[src/rtl/spi_move_tx_if.sv]
// -----------------------------------------------------------------------------
// spi_move_tx_if
//   Bundles the SPI pins and the game-logic posting port of spi_move_tx.
//
//   SPI pins   : sck, ss (active low), miso
//   Posting    : send strobe with move / player / game_state fields
//   Status     : pending, busy, tx_done, overrun
//
//   slave  modport : the transmitter itself
//   master modport : the environment (SPI master + game logic)
// -----------------------------------------------------------------------------
interface spi_move_tx_if;
    logic       sck;
    logic       ss;
    logic       miso;
    logic       send;
    logic [2:0] move;
    logic       player;
    logic [1:0] game_state;
    logic       pending;
    logic       busy;
    logic       tx_done;
    logic       overrun;

    modport slave (
        input  sck, ss, send, move, player, game_state,
        output miso, pending, busy, tx_done, overrun
    );

    modport master (
        output sck, ss, send, move, player, game_state,
        input  miso, pending, busy, tx_done, overrun
    );
endinterface

[src/rtl/spi_move_tx.sv]
// -----------------------------------------------------------------------------
// spi_move_tx
//   SPI mode-0 slave transmitter returning the FPGA move and game status.
//   The master's sck/ss are oversampled in the clk domain; one status byte
//   {valid, game_state[1:0], player, parity, move[2:0]} is shifted out MSB
//   first on each frame. With nothing pending, a frame carries 0x00.
//
//   Parameters : SYNC_STAGES (>= 2) synchronizer depth on sck and ss
//   Ports      : clk, rst (synchronous, active high), bus (spi_move_tx_if.slave)
//   Macro      : SPI_TX_PARITY_EN - when defined, bit 3 carries even parity
//                over the other seven bits; otherwise bit 3 is constant 0.
// -----------------------------------------------------------------------------
module spi_move_tx #(
    parameter int SYNC_STAGES = 2
) (
    input  logic         clk,
    input  logic         rst,
    spi_move_tx_if.slave bus
);

    typedef enum logic [1:0] {
        IDLE  = 2'd0,
        SHIFT = 2'd1,
        DONE  = 2'd2
    } state_t;

    state_t state, state_next;

    // ---------------------------------------------------------------------
    // Synchronizers plus one extra flop for edge detection. ss resets high
    // (its idle level) so leaving reset never fakes a frame-start edge
    // unless the master really holds ss low.
    // ---------------------------------------------------------------------
    logic [SYNC_STAGES-1:0] sck_sync, ss_sync;
    logic                   sck_d, ss_d;
    logic                   sck_rise, sck_fall, ss_rise, ss_fall;

    // NOTE: reset is sampled on the clock edge only; rst is not in the
    // sensitivity list, so it cannot act asynchronously.
    always_ff @(posedge clk) begin
        if (rst) begin
            sck_sync <= '0;
            ss_sync  <= '1;
            sck_d    <= 1'b0;
            ss_d     <= 1'b1;
        end else begin
            sck_sync <= {sck_sync[SYNC_STAGES-2:0], bus.sck};
            ss_sync  <= {ss_sync[SYNC_STAGES-2:0], bus.ss};
            sck_d    <= sck_sync[SYNC_STAGES-1];
            ss_d     <= ss_sync[SYNC_STAGES-1];
        end
    end

    assign sck_rise =  sck_sync[SYNC_STAGES-1] & ~sck_d;
    assign sck_fall = ~sck_sync[SYNC_STAGES-1] &  sck_d;
    assign ss_rise  =  ss_sync[SYNC_STAGES-1]  & ~ss_d;
    assign ss_fall  = ~ss_sync[SYNC_STAGES-1]  &  ss_d;

    // ---------------------------------------------------------------------
    // Byte formatting at post time.
    // ---------------------------------------------------------------------
    logic       parity_bit;
    logic [7:0] send_byte;

`ifdef SPI_TX_PARITY_EN
    // Even parity: the parity bit makes the total number of ones even.
    assign parity_bit = ^{1'b1, bus.game_state, bus.player, bus.move};
`else
    assign parity_bit = 1'b0;
`endif

    assign send_byte = {1'b1, bus.game_state, bus.player, parity_bit, bus.move};

    // ---------------------------------------------------------------------
    // FSM: state register and next-state / control decode.
    // ---------------------------------------------------------------------
    logic [7:0] shift_reg;
    logic [3:0] bit_cnt;      // 3-bit count plus terminal flag
    logic       load_frame, shift_en, cnt_en, frame_done, abort;

    // NOTE: sequential state uses non-blocking assignments so every flop
    // samples the pre-edge values regardless of statement order.
    always_ff @(posedge clk) begin
        if (rst) state <= IDLE;
        else     state <= state_next;
    end

    // NOTE: every output of this block is defaulted first so no path can
    // leave a signal unassigned and infer a latch.
    always_comb begin
        state_next = state;
        load_frame = 1'b0;
        shift_en   = 1'b0;
        cnt_en     = 1'b0;
        frame_done = 1'b0;
        abort      = 1'b0;
        unique case (state)
            IDLE: begin
                if (ss_fall) begin
                    load_frame = 1'b1;
                    state_next = SHIFT;
                end
            end
            SHIFT: begin
                // An 8th rise coinciding with ss rising still completes the frame.
                if (sck_rise && bit_cnt == 4'd7) begin
                    cnt_en     = 1'b1;
                    state_next = DONE;
                end else if (ss_rise) begin
                    abort      = 1'b1;
                    state_next = IDLE;
                end else if (sck_rise) begin
                    cnt_en     = 1'b1;
                end
                shift_en = sck_fall;
            end
            DONE: begin
                frame_done = 1'b1;
                state_next = IDLE;
            end
            default: state_next = IDLE;
        endcase
    end

    // ---------------------------------------------------------------------
    // Datapath: shift register, bit counter, pending/taken bookkeeping.
    // `taken` marks that the running frame carries the pending byte, so
    // only that byte is retired at DONE. A later `send` clears it, and the
    // send assignments come last so they win over frame start and DONE.
    // ---------------------------------------------------------------------
    logic [7:0] pend_byte;
    logic       pending_q, taken, overrun_q;

    always_ff @(posedge clk) begin
        if (rst) begin
            shift_reg <= 8'h00;
            bit_cnt   <= 4'd0;
            pend_byte <= 8'h00;
            pending_q <= 1'b0;
            taken     <= 1'b0;
            overrun_q <= 1'b0;
        end else begin
            overrun_q <= bus.send & pending_q & ~taken;
            if (load_frame) begin
                shift_reg <= pending_q ? pend_byte : 8'h00;
                taken     <= pending_q;
                bit_cnt   <= 4'd0;
            end
            if (shift_en)   shift_reg <= {shift_reg[6:0], 1'b0};
            if (cnt_en)     bit_cnt   <= bit_cnt + 4'd1;
            if (abort)      taken     <= 1'b0;
            if (frame_done) begin
                if (taken) pending_q <= 1'b0;
                taken <= 1'b0;
            end
            if (bus.send) begin
                pend_byte <= send_byte;
                pending_q <= 1'b1;
                taken     <= 1'b0;
            end
        end
    end

    assign bus.miso    = (state == SHIFT) ? shift_reg[7] : 1'b0;
    assign bus.busy    = (state == SHIFT);
    assign bus.tx_done = frame_done;
    assign bus.pending = pending_q;
    assign bus.overrun = overrun_q;

endmodule

[src/flat_wrapper.sv]
// flat-port wrapper written by rule: the top's interface ports become plain ports
module spi_move_tx_flat 
#(
    parameter int SYNC_STAGES = 2
)
  (clk, rst, bus_sck, bus_ss, bus_send, bus_move, bus_player, bus_game_state, bus_miso, bus_pending, bus_busy, bus_tx_done, bus_overrun);
  spi_move_tx_if bus_i ();
  input  logic clk;
  input  logic rst;
  input wire logic [$bits(bus_i.sck)-1:0] bus_sck;
  input wire logic [$bits(bus_i.ss)-1:0] bus_ss;
  input wire logic [$bits(bus_i.send)-1:0] bus_send;
  input wire logic [$bits(bus_i.move)-1:0] bus_move;
  input wire logic [$bits(bus_i.player)-1:0] bus_player;
  input wire logic [$bits(bus_i.game_state)-1:0] bus_game_state;
  output wire logic [$bits(bus_i.miso)-1:0] bus_miso;
  output wire logic [$bits(bus_i.pending)-1:0] bus_pending;
  output wire logic [$bits(bus_i.busy)-1:0] bus_busy;
  output wire logic [$bits(bus_i.tx_done)-1:0] bus_tx_done;
  output wire logic [$bits(bus_i.overrun)-1:0] bus_overrun;
  assign bus_i.sck = bus_sck;
  assign bus_i.ss = bus_ss;
  assign bus_i.send = bus_send;
  assign bus_i.move = bus_move;
  assign bus_i.player = bus_player;
  assign bus_i.game_state = bus_game_state;
  assign bus_miso = bus_i.miso;
  assign bus_pending = bus_i.pending;
  assign bus_busy = bus_i.busy;
  assign bus_tx_done = bus_i.tx_done;
  assign bus_overrun = bus_i.overrun;
  spi_move_tx #(.SYNC_STAGES(SYNC_STAGES)) u_core (.clk(clk), .rst(rst), .bus(bus_i));
endmodule
[config.mk]
export PLATFORM = sky130hd
export DESIGN_NAME = spi_move_tx_flat
export DESIGN_NICKNAME = d
export VERILOG_FILES = /design/src/rtl/spi_move_tx_if.sv /design/src/rtl/spi_move_tx.sv /design/src/flat_wrapper.sv
export SDC_FILE = /design/constraint.sdc
export NUM_CORES = 1
export LEC_CHECK = 0
export CAP_MARGIN = 15
export CORE_AREA = 3 3 70 65
export CTS_BUF_LIST = sky130_fd_sc_hd__clkbuf_16
export DETAILED_ROUTE_END_ITERATION = 10
export DIE_AREA = 0 0 73 68
export SLEW_MARGIN = 15
export SYNTH_ARGS = -nofsm -noshare
export SYNTH_HDL_FRONTEND = slang
export SYNTH_SLANG_ARGS = --single-unit
[constraint.sdc]
create_clock -name clk -period 2.3 [get_ports clk]
set_clock_uncertainty 0.2 [all_clocks]
set_input_delay 0.46 -clock clk [delete_from_list [all_inputs] [get_ports clk]]
set_output_delay 0.46 -clock clk [all_outputs]
set_load 0.01 [all_outputs]
==> flow_results.org <==
** Status
- The flow ran to the end, and the final reports show no timing, DRC or antenna violations.

** Finish
- Leaving out fill and tap cells, the most frequent cell in the layout is sky130_fd_sc_hd__dfxtp_1.
- Nets :: 149
- The area growth from synthesis to layout is 28.2%.
- Leaving out fill and tap cells, the most frequent cells in the layout are 30 x sky130_fd_sc_hd__dfxtp_1, 17 x sky130_fd_sc_hd__nor2_1, 15 x sky130_fd_sc_hd__clkdlybuf4s50_1, 7 x sky130_fd_sc_hd__nand2_1.
- ANT cells :: 0
- The post-route netlist has 16.7% of its cells at a drive strength greater than 1.
- Counting the fill cells in the layout gives 367.
- After routing the design area is 1540 um2.
- The register with the most flip-flops in the layout has 8 of them.

** Placed design
- Cell area after placement :: 1400 um2
- Routability-driven placement finished with a final weighted congestion of 0.785.
- Count of port buffers added during placement :: 15
- The wire-length estimate of the detail-placed layout is 1.68 mm.

** Synthesis
- Number of flip-flops and latches in the synthesized netlist :: 30
- Summing the areas of all xor and xnor instances in the mapped netlist gives 0% of the synthesized area.
- Each instance of the synthesized netlist takes up on average 10.1 um2.
- Sequential elements use 50.2% of the synthesized area.
- Synthesis produced a netlist whose cell count is 119.
- The synthesized netlist contains 35 unique library cells.
- By area the synthesized netlist is led by sky130_fd_sc_hd__dfxtp_1 50%, sky130_fd_sc_hd__nor2_1 5.3%, sky130_fd_sc_hd__mux2i_1 5.0%.
- Post-Syn Nets :: 131
- Area share of and/or/nand/nor cells after synthesis :: 27.4%
- Yosys top cell by area :: sky130_fd_sc_hd__dfxtp_1
- Largest family of logic cells by synthesized area :: simple AND/OR/NAND/NOR gates
- Summing the areas of all fa, ha and maj instances in the mapped netlist gives 1.04% of the synthesized area.
- YS warnings :: 0
- Post-synth top area share :: 50.2%
- Area fraction in compound gates after synthesis :: 13.2%
- Multiplexer cells account for 5.02% of the synthesized area.
- Area of the mapped netlist :: 1200 um2

** Worst setup path
- Crit path max-delay cell type :: sky130_fd_sc_hd__clkdlybuf4s50_1
- Data required, critical path :: 1.64 ns
- Arrival time at the worst endpoint :: 1.56 ns
- Crit path cell chain :: nand2b_4, clkinv_4, and2_1, clkdlybuf4s50_1
- Along the worst path, the maximum fanout reaches 5.
- Setup crit end kind :: output pin
- Crit path launch type :: flop
- Measured in cells, the most critical reg-to-reg path has a length of 5.
- The endpoint identified for the worst register-to-register timing path is u_core.bit_cnt[2].
- In this design, the stage delay of the slowest critical-path cell is 0.47 ns.
- R2R Path Start :: u_core.bit_cnt[0]
- Type of the worst setup path :: reg2out
- FF-to-FF setup slack :: 0.35 ns

** GRT
- Largest net degree at the start of global routing :: 18
- Antenna violations before repair :: 0
- Global routing used 10.9% of the available tracks.
- First-pass GRT wire length :: 4.06 mm
- The via count of the first global-routing pass is 900.
- After global routing the overflow that remains totals 0.

** Pwr
- Share of total power consumed by net switching :: 20.7%
- Pwr per Cell Area :: 794 nW/um2
- In this run, the clock network consumes 49.0% of the power.
- The worst-case IR drop observed on VDD is 0.000390 V.
- Switching Power :: 0.000253 W
- Combinational share of power :: 6.1%
- The internal portion of the total power is 0.000966 W.
- After layout, the design draws a total of 0.00122 W.
- Sequential cells burn 44.9% of the power.
- Standby leakage power :: 0.574 nW

** Floorplanning
- The die covers 4960 um2.
- Core Region :: 3810 um2
- Width of the die :: 73 um
- From bottom edge to top edge, the die measures 68 um.
- Row count :: 21
- Starting density of the core :: 31.4%
- 16 I/O pins were placed.

** Timing
- Setup violations remaining at the end of the flow were counted as 0.
- Peak Freq :: 451 MHz
- After routing, the total negative slack on setup checks comes to 0 ns.
- Dividing the final minimum period by the clock period gives 96.5%.
- Slew HR :: 72.5%
- Hold timing on the final database bottoms out at a slack of 0.204 ns.
- At the pin with the least slew margin, the transition time is 0.411 ns.
- Unrepaired setup endpoints after global routing :: no
- The routed design could run at a clock period as short as 2.22 ns.
- The count of final max-slew check failures was 0.
- Final Hold Viols :: 0

** Hold path
- Worst min path class :: reg2reg
- Worst Hold Path EP :: u_core.ss_sync[1]
- Instance count along the most critical hold path :: 1
- Hold wc startpoint :: u_core.ss_sync[0]

** CTS
- Clock insertion delay at the later pin of the skew report :: 0.27 ns
- Post CTS Setup Buffer Count :: 0
- No sink is reached through more buffers than the 2 on the longest clock path.
- Clock Root Buffer :: sky130_fd_sc_hd__clkbuf_16
- Clock-pin slew was measured on the worst setup and hold paths at 0.05 ns.
- The H-tree was split into 2 levels.
- Number of clock sinks seen by CTS :: 30
- CTS tree :: built
- Buffers inserted to repair hold after CTS numbered 0.
- Clock tree synthesis inserted a total of 5 buffers.
- The number of gates resized after CTS was 0.

** Routing
- Summed over all layers, the routed wires come to 2.37 mm.
- Post-DR wirelength/cell :: 12.9 um
- Post-route DRC :: 0
- After detailed routing, the number of vias per cell comes to 4.98.
- Routed Antenna Nets :: 0
- Count of vias placed by the detailed router :: 916
- First drt pass iteration count :: 4
- The first routing iteration left 37 violations.

** Run
- Count of maximum capacitance violations :: 0
## cells in the mapped netlist (all sizes together)
| cell type | number |
|---|---|
| nand4b | 2 |
| and4bb | 1 |
| a21oi | 5 |
| dfxtp | 30 |
| clkinv | 1 |
| and2 | 2 |
| a31oi | 1 |
| a211oi | 2 |
| nor3 | 3 |
| o2111ai | 1 |
| or4b | 3 |
| or2 | 4 |
| o211ai | 1 |
| nand3 | 6 |
| o31ai | 1 |
| clkbuf | 6 |
| nor2b | 3 |
| nor4b | 1 |
| nor2 | 17 |
| and3b | 1 |
| a222oi | 5 |
| a22oi | 1 |
| nand2b | 2 |
| mux2i | 6 |
| ha | 1 |
| a21o | 2 |
| and2b | 2 |
| or3 | 1 |
| nand2 | 7 |
| buf | 1 |
## worst max-delay path, delay by kind of cell, from the launching register on
kind	cells	cell delay (ns)
buffers and inverters	2	0.54
and+or+nand+nor	2	0.34
DFF	1	0.41
## cells by family after synthesis
kind of cell,Yosys count
buffers and inverters,8
flip-flops,30
multiplexers,6
adder cells (fa/ha/maj),1
AO/OA/AOI/OAI,19
AND/OR/NAND/NOR,55
## layout make-up
| type | count | area, um2 | share of cell area [%] |
|---|---|---|---|
| tap | 46 | 57.6 | 3.75 |
| clock inverter | 3 | 12.5 | 0.815 |
| multi-input combinational | 81 | 558 | 36.3 |
| inverter | 1 | 8.76 | 0.570 |
| sequential | 30 | 601 | 39.1 |
| timing repair buffer | 18 | 173 | 11.2 |
| clock buffer | 5 | 125 | 8.15 |
## through the flow
stage	setup slack, ns	util (%)	instances
final	0.0811	40.3	184
after CTS	0.0641	40.3	184
after floorplan	0.500	-	119
after global routing	0.000596	40.3	184
after global placement	0.389	36.7	176
after detailed placement	0.346	36.7	176
## worst max-delay path by stage
stage	startpoint	to	slack, ns	depth (start not counted)
after floorplan	u_core.bit_cnt[0]	u_core.bit_cnt[2]	0.50	5
after global placement	u_core.state[1]	bus_miso	0.39	4
after detailed placement	u_core.state[1]	bus_miso	0.35	4
after CTS	u_core.state[1]	bus_miso	0.06	4
after global routing	u_core.state[1]	bus_miso	0.0006	4
final	u_core.state[1]	bus_miso	0.08	4
## metal layers
metal | part of all wire [%] | up-vias | global-route usage (%)
met5 | 0 | - | 0
met4 | 0 | 0 | 4.84
met3 | 4.9 | 0 | 5.73
met2 | 48 | 17 | 16.9
met1 | 47 | 432 | 12.6
li1 | - | 467 | -
## power by group through the flow
stage,clock [W],sequential [W],combinational (W)
4_1_cts,0.000615,0.000548,0.0000756
3_5_place_dp,0,0.000558,0.0000747
5_1_grt,0.000642,0.000550,0.0000824
3_3_place_gp,0,0.000557,0.0000732
2_1_floorplan,0,0.000556,0.0000407
6_report,0.000597,0.000548,0.0000745
Note: power is estimated with default switching activity, not from simulation.
